<file path="src/rtl/hwag_pkg.sv">
// Shared definitions for the hardware angle generator sync controller and its register decode.
package hwag_pkg;

  localparam int ERR_W_DEF = 4;

  typedef enum logic [2:0] {
    ST_IDLE   = 3'd0,
    ST_FILL   = 3'd1,
    ST_SEARCH = 3'd2,
    ST_RUN    = 3'd3
  } hwag_state_e;

endpackage

</file>
<file path="src/rtl/hwag_sync_ctrl.sv">
// Crank-wheel synchronisation FSM: fills the period history, searches for the gap tooth,
// then tracks the wheel in RUN, counting gap errors until sync is declared lost.
module hwag_sync_ctrl
  import hwag_pkg::*;
#(
  parameter int ERR_W = ERR_W_DEF
) (
  input  logic             clk,
  input  logic             rst,
  input  logic             cape,
  input  logic             tooth_edge,
  input  logic             pcnt_ovf,
  input  logic             period_ok,
  input  logic             gap_found,
  input  logic             gap_run,
  input  logic             tooth_top,
  input  logic [ERR_W-1:0] err_max,
  output logic             pcap_ena,
  output logic             tcnt_ena,
  output logic             tcnt_srst,
  output logic             sync,
  output logic [2:0]       state,
  output logic [ERR_W-1:0] err_cnt,
  output logic             irq_acq,
  output logic             irq_lost,
  output logic             irq_gerr
);

  localparam logic [ERR_W-1:0] ERR_ONE = {{(ERR_W-1){1'b0}}, 1'b1};

  logic [2:0]       state_q, state_d;
  logic [1:0]       fill_q, fill_d;
  logic [ERR_W-1:0] err_q, err_d;
  logic             sync_q, sync_d;

  logic [ERR_W-1:0] err_thr;
  logic [ERR_W-1:0] err_inc;
  logic             bad_edge;

  assign err_thr  = (err_max == '0) ? ERR_ONE : err_max;
  assign err_inc  = (&err_q) ? err_q : err_q + ERR_ONE;
  assign bad_edge = (tooth_top ^ gap_run) | ~period_ok;

  always_comb begin
    state_d   = state_q;
    fill_d    = fill_q;
    err_d     = err_q;
    pcap_ena  = 1'b0;
    tcnt_ena  = 1'b0;
    tcnt_srst = 1'b0;
    irq_acq   = 1'b0;
    irq_lost  = 1'b0;
    irq_gerr  = 1'b0;

    if (!cape) begin
      state_d = ST_IDLE;
      fill_d  = '0;
      err_d   = '0;
    end else begin
      case (state_q)
        ST_IDLE: begin
          state_d = ST_FILL;
          fill_d  = '0;
        end

        ST_FILL: begin
          pcap_ena = tooth_edge;
          if (pcnt_ovf) begin
            fill_d = '0;
          end else if (tooth_edge) begin
            if (fill_q == 2'd2) begin
              state_d = ST_SEARCH;
              fill_d  = '0;
            end else begin
              fill_d = fill_q + 2'd1;
            end
          end
        end

        ST_SEARCH: begin
          pcap_ena = tooth_edge;
          if (pcnt_ovf) begin
            state_d = ST_FILL;
            fill_d  = '0;
          end else if (tooth_edge && period_ok && gap_found) begin
            state_d   = ST_RUN;
            irq_acq   = 1'b1;
            tcnt_srst = 1'b1;
          end
        end

        ST_RUN: begin
          // Enables still follow the edge under a stall; only the state decision is overridden.
          tcnt_ena = tooth_edge;
          pcap_ena = tooth_edge & ~tooth_top;
          if (pcnt_ovf) begin
            state_d  = ST_FILL;
            fill_d   = '0;
            err_d    = '0;
            irq_lost = 1'b1;
          end else if (tooth_edge) begin
            // The tooth counter is realigned at the gap even when the period check fails,
            // but a failed check still counts as an error rather than a good gap.
            tcnt_srst = tooth_top & gap_run;
            if (bad_edge) begin
              irq_gerr = 1'b1;
              if (err_inc >= err_thr) begin
                state_d  = ST_FILL;
                fill_d   = '0;
                err_d    = '0;
                irq_lost = 1'b1;
              end else begin
                err_d = err_inc;
              end
            end else if (tooth_top) begin
              err_d = '0;
            end
          end
        end

        default: begin
          state_d = ST_IDLE;
          fill_d  = '0;
          err_d   = '0;
        end
      endcase
    end

    sync_d = (state_d == ST_RUN);
  end

  always_ff @(posedge clk or negedge rst) begin
    if (!rst) begin
      state_q <= ST_IDLE;
      fill_q  <= '0;
      err_q   <= '0;
      sync_q  <= 1'b0;
    end else begin
      state_q <= state_d;
      fill_q  <= fill_d;
      err_q   <= err_d;
      sync_q  <= sync_d;
    end
  end

  assign state   = state_q;
  assign sync    = sync_q;
  assign err_cnt = err_q;

endmodule

</file>
<file path="config.mk">
export PLATFORM = sky130hd
export DESIGN_NAME = hwag_sync_ctrl
export DESIGN_NICKNAME = d
export VERILOG_FILES = /design/src/rtl/hwag_pkg.sv /design/src/rtl/hwag_sync_ctrl.sv
export SDC_FILE = /design/constraint.sdc
export NUM_CORES = 1
export LEC_CHECK = 0
export BUFFER_PORTS_ARGS = -buffer_cell sky130_fd_sc_hd__buf_2
export CAP_MARGIN = 20
export CORE_UTILIZATION = 45
export CTS_CLUSTER_DIAMETER = 200
export DETAILED_ROUTE_END_ITERATION = 10
export PLACE_DENSITY = 0.8
export SLEW_MARGIN = 20
export SYNTH_ARGS = -nofsm -noshare
export SYNTH_HDL_FRONTEND = slang
export SYNTH_SLANG_ARGS = --single-unit
</file>
<file path="constraint.sdc">
create_clock -name clk -period 2.31 [get_ports clk]
set_input_delay 0 -clock clk [delete_from_list [all_inputs] [get_ports clk]]
set_output_delay 0 -clock clk [all_outputs]
set_load 0.005 [all_outputs]
</file>
Word level (Yosys, flattened, before mapping)
Cells that the tools add are included.
{"block": "word_totals", "output_inout_bits": 14, "register_bits": 10, "wordCells": 87}
{"block": "classes", "n_lt_le_gt_ge": 1, "eq_ne": 12, "mux": 53, "n_bitwise": 6, "reduce_logical": 9, "add_sub_neg": 2}
{"op": "$mux 4", "n": 8}
{"op": "$mux 3", "n": 10}
{"op": "$mux 1", "n": 21}
{"op": "$mux 2", "n": 9}
{"op": "$ne 4x4->1 const B", "n": 4}
{"op": "$pmux 3 s4", "n": 1}
{"op": "$eq 3x2->1 const B", "n": 3}
{"op": "$pmux 4 s2", "n": 1}
{"op": "$pmux 2 s3", "n": 1}
{"op": "$ne 5x5->1 const B", "n": 1}
{"op": "$reduce_and 5->1", "n": 1}
{"op": "$add 4x1->4 const B", "n": 1}
{"op": "$ge 4x4->1", "n": 1}
{"op": "$logic_not 4->1", "n": 1}
{"op": "$pmux 1 s2", "n": 2}
{"op": "$reduce_and 4->1", "n": 1}
{"op": "$eq 3x1->1 const B", "n": 1}
{"op": "$logic_not 3->1", "n": 1}
{"op": "$ne 3x3->1 const B", "n": 1}
{"op": "$reduce_and 3->1", "n": 1}
{"op": "$reduce_or 3->1", "n": 1}
{"op": "$add 2x1->2 const B", "n": 1}
{"op": "$and 1x1->1", "n": 2}
{"op": "$eq 2x2->1 const B", "n": 1}
{"op": "6 further kinds", "n": 8}

Logic depth before layout (Yosys ltp)
{"block": "logic_depth", "word_depth": 10, "depth_mapped": 9}

Worst setup path after synthesis
No wires, ideal clock.
{"block": "synth_path", "path_type": "reg-to-reg", "from": "register err_q[0], in the netlist err_cnt[0]", "to": "register fill_q[1]", "arrival_time_ns": 2.286, "required_time_ns": 2.211, "path_buffers": 0, "path_slack_ns": -0.075, "period_less_slack_ns": 2.385, "stages_incl_launch_ff": 9, "cell_sequence": "dfrtp_1 -> ha_1 -> nand3_1 -> mux2_2 -> ha_1 -> nor2b_1 -> o31ai_4 -> a21oi_1 -> a311oi_1"}
{"block": "synth_via", "elab_chain_len": 5}
{"item": "start: declaration", "line": "hwag_sync_ctrl.sv:33", "source": "logic [ERR_W-1:0] err_q, err_d;"}
{"item": "start signal: assignment", "line": "hwag_sync_ctrl.sv:141", "source": "err_q <= err_d;"}
{"item": "$add 4x1->4 or $reduce_and 4->1 (tied branches)", "line": "hwag_sync_ctrl.sv:41", "source": "assign err_inc = (&err_q) ? err_q : err_q + ERR_ONE;"}
{"item": "$mux 4 (*)", "line": "hwag_sync_ctrl.sv:41"}
{"item": "$ge 4x4->1 (*)", "line": "hwag_sync_ctrl.sv:107", "source": "if (err_inc >= err_thr) begin"}
{"item": "$ne 4x4->1 (no line) (*)"}
{"item": "$reduce_and 5->1 (no line) (*)"}
{"item": "end signal: assignment", "line": "hwag_sync_ctrl.sv:140", "source": "fill_q <= fill_d;"}
{"item": "end: declaration", "line": "hwag_sync_ctrl.sv:32", "source": "logic [1:0] fill_q, fill_d;"}
Every way passes the cells marked *; elsewhere a longest branch is shown, timed or not.
A chain may end at the register's enable or synchronous reset.

Worst setup path after layout
{"block": "layout_path", "from": "register err_q[0], in the netlist err_cnt[0]", "to": "output port irq_lost"}
{"block": "layout_via", "elab_chain_len": 9}
{"item": "$add 4x1->4 or $reduce_and 4->1 (tied branches)", "line": "hwag_sync_ctrl.sv:41"}
{"item": "$mux 4 (*)", "line": "hwag_sync_ctrl.sv:41"}
{"item": "$ge 4x4->1 (*)", "line": "hwag_sync_ctrl.sv:107"}
{"item": "$mux 1 (*)", "line": "hwag_sync_ctrl.sv:107"}
{"item": "$mux 1 (*)", "line": "hwag_sync_ctrl.sv:105", "source": "if (bad_edge) begin"}
{"item": "$mux 1 (*)", "line": "hwag_sync_ctrl.sv:101", "source": "end else if (tooth_edge) begin"}
{"item": "$mux 1 (*)", "line": "hwag_sync_ctrl.sv:96", "source": "if (pcnt_ovf) begin"}
{"item": "$mux 1 (*)", "line": "hwag_sync_ctrl.sv:60", "source": "case (state_q)"}
{"item": "$mux 1 (*)", "line": "hwag_sync_ctrl.sv:55", "source": "if (!cape) begin"}
{"item": "end: declaration", "line": "hwag_sync_ctrl.sv:25", "source": "output logic irq_lost,"}
Marks and branches as above.

==> results.sh <==
export IMPL_yosysWarnings=0
export IMPL_cp_common_cell="a21o_1"
export IMPL_io_pins=27
export IMPL_antenna_violating_nets_post_route=0
export IMPL_rsz0062_at_grt="true"
export IMPL_slowest_stage="dfrtp_2"
export IMPL_start_util=0.491
export IMPL_cts_sinks=10
export IMPL_num_rows=15
export IMPL_maxCapViolations=0
export IMPL_yosys_cell_types_count=39
export IMPL_clockBufferDepth=2
export IMPL_routabilityCongestion=0.837
export IMPL_maxSlewViolCount=0
export IMPL_cp_data_required_time_ns=2.31
export IMPL_htreeDepth=1
export IMPL_grt_overflow_total=0
export IMPL_grt_max_degree=15
export IMPL_p_leak_nw=0.597
export IMPL_grt_use_total=0.256
export IMPL_fmax_mhz=442
export IMPL_clk_pin_slew_ns=0.07
export IMPL_ys_ff_latch=10
export IMPL_synth_largest_area_cell="dfrtp_1"
export IMPL_n_fill_cell=153
export IMPL_die_h_um=46.1
export IMPL_setup_violations=0
export IMPL_slowest_delay_ns=0.41
export IMPL_syn_inst=98
export IMPL_totalWireLength_um=2470
export IMPL_synth_fp_nets=117
export IMPL_syn_area_um2=875
export IMPL_antenna_found_initial=0
export IMPL_fin_tns_setup_ns=0
export IMPL_r2r_start="err_cnt[0]"
export IMPL_placed_area_um2=1070
export IMPL_fin_crit_ns=2.26
export IMPL_numPortBuffers=26
export IMPL_crit_path_end="irq_lost"
export IMPL_crit_type="reg -> out"
export IMPL_skew_ns=0.00365
export IMPL_first_iter_violations=15
export IMPL_async_flop_share=1.00
export IMPL_worstPathMaxFanout=4
export IMPL_p_per_area_nw_per_um2=335
export IMPL_regToRegSetupSlack_ns=0.08
export IMPL_area_delta_synth_final_pct=41.9
export IMPL_numCtsBuffers=3
export IMPL_end_kind="output pin"
export IMPL_via_per_inst=5.58
export IMPL_finalHoldViolCount=0
export IMPL_die_w_um=46.1
export IMPL_crit_start="err_cnt[0]"
export IMPL_core_um2=1780
export IMPL_drcViolationCount=0
export IMPL_grt_pass1_wl_um=3800
export IMPL_r2r_end="err_cnt[0]"
export IMPL_place_hpwl_um=1630
export IMPL_syn_mean_instance_area_um2=8.92
export IMPL_cp_arrival_ns=2.26
export IMPL_synthTopCellsByArea="dfrtp_1 29%, ha_1 8.6%, nor2_1 4.7%"
export IMPL_synth_top_cell_area_share=0.286
export IMPL_vias=915
export IMPL_diodes=0
export IMPL_fin_crit_sh=0.979
export IMPL_finalPower_mw=0.416
export IMPL_drive_gt1_frac=0.468
export IMPL_cts_tree="yes"
export IMPL_synth_edf_count=0
export IMPL_final_area_um2=1240
export IMPL_ys_seq_area_frac=0.286
export IMPL_hold_slack_ns=0.113
export IMPL_status="finished clean"
export IMPL_die_area_um2=2120
export IMPL_grt_pass1_vias=844
export IMPL_root_buffer="clkbuf_4"
export IMPL_firstDrtPassIters=4
export IMPL_path_cells="ha_2 > buf_6 > nor3b_4 > nor2_1 > ha_1 > a21o_1 > o31ai_4 > a21o_1 > a21oi_2 > buf_2"
export IMPL_synth_flop_cell="dfrtp_1"
export IMPL_clock_latency_ns=0.27
export IMPL_peakVddDrop_mv=0.231
export IMPL_final_core_util=0.696
export IMPL_critPathLaunchType="flip-flop"
export IMPL_wl_per_cell_um=15.1
export IMPL_reg2regPathDepth=11
export IMPL_fin_nets=159
export IMPL_hold_class="in -> async"
## cell families (layout without fill, tap and decap cells)
| logic type | count (synthesis) | in the layout | synth area share |
|---|---|---|---|
| flops | 10 | 10 | 0.286 |
| mux | 2 | 2 | 0.0243 |
| buf+inv | 10 | 51 | 0.0515 |
| other cells | 1 | 1 | 0.00429 |
| xor+xnor | 1 | 1 | 0.0100 |
| compound gates | 25 | 25 | 0.230 |
| fa+ha+maj | 6 | 6 | 0.0858 |
| simple gates | 43 | 43 | 0.308 |
## metal layers
layer	global-route usage	share of wire	routed length [µm]	vias to the layer above
met4	0.124	0.029	72	0
met5	0	0	0	-
met3	0.0314	0.045	111	8
li1	-	-	-	443
met1	0.315	0.40	992	426
met2	0.437	0.52	1300	38
## where the power goes
group	internal [mW]	switching, mW
registers	0.177	0.00565
clock network	0.0958	0.0636
logic	0.0345	0.0388
total	0.308	0.108
## cell usage in the layout, fill, tap and decap left out, drive strengths merged
cell,instances
a21o,2
a211oi,1
inv,8
ha,6
xnor2,1
nor4,1
nor2,11
nand4,2
nand4b,1
conb,1
o311ai,1
o211ai,1
buf,38
a311oi,3
nor4b,2
a31oi,3
nor2b,3
dfrtp,10
a31o,1
nand2b,6
nor3b,2
nor3,2
clkbuf,4
a21oi,4
o21a,1
o21ai,3
a41oi,1
mux2i,1
nand3,4
mux2,1
dlygate4sd3,1
nand2,8
o31ai,3
o211a,1
and3,1
## critical path, delay by kind of cell (launching register included)
kind / cells / cell delay [ns]
AO/OA/AOI/OAI: 4 / 0.53
adder cells (fa/ha/maj): 2 / 0.51
flip-flops: 1 / 0.41
AND/OR/NAND/NOR: 2 / 0.28
buffers and inverters: 2 / 0.25
## cell usage after synthesis (all sizes together) (3+ instances only)
library cell   n
ha             6
nor2          11
nand2          8
inv            8
nor2b          3
a21oi          4
a31oi          3
nand2b         6
dfrtp         10
a311oi         3
nand3          4
o31ai          3
o21ai          3
## cell type report
class | count | area (µm²) | share of cell area
clock buffer | 4 | 36.3 | 0.0292
multi-input combinational | 78 | 658 | 0.530
tap | 25 | 31.3 | 0.0252
sequential | 10 | 251 | 0.203
inverter | 8 | 30.0 | 0.0242
timing repair buffer | 39 | 234 | 0.189
## how the worst min path moves through the flow
stage,end,slack (ns),cells after the start
floorplan,err_cnt[0],-0.30,0
global placement,state[2],-0.14,1
detailed placement,sync,-0.13,1
CTS,fill_q[1],0.12,2
global route,state[2],0.12,2
finish,state[0],0.11,2
## stage by stage
stage,instances,setup slack (ns)
final,164,0.0479
after global routing,164,-0.0397
after CTS,165,0.000406
after detailed placement,153,0.0167
after global placement,153,0.112
after floorplan,98,0.0132
## sequential cells by signal, indices dropped and copies added, names as in the netlist
signal and flops:
state 3, fill_q 2, sync 1, err_cnt 4
## repair_timing
item                                    4_1_cts  5_1_grt
pin swaps                                     4       10
resized for setup                             6        9
endpoints found under the hold margin        10        0
setup buffers                                 7        0
hold buffers                                  1        0
endpoints found under the setup margin        2        7
(Power assumes the default switching activity.)
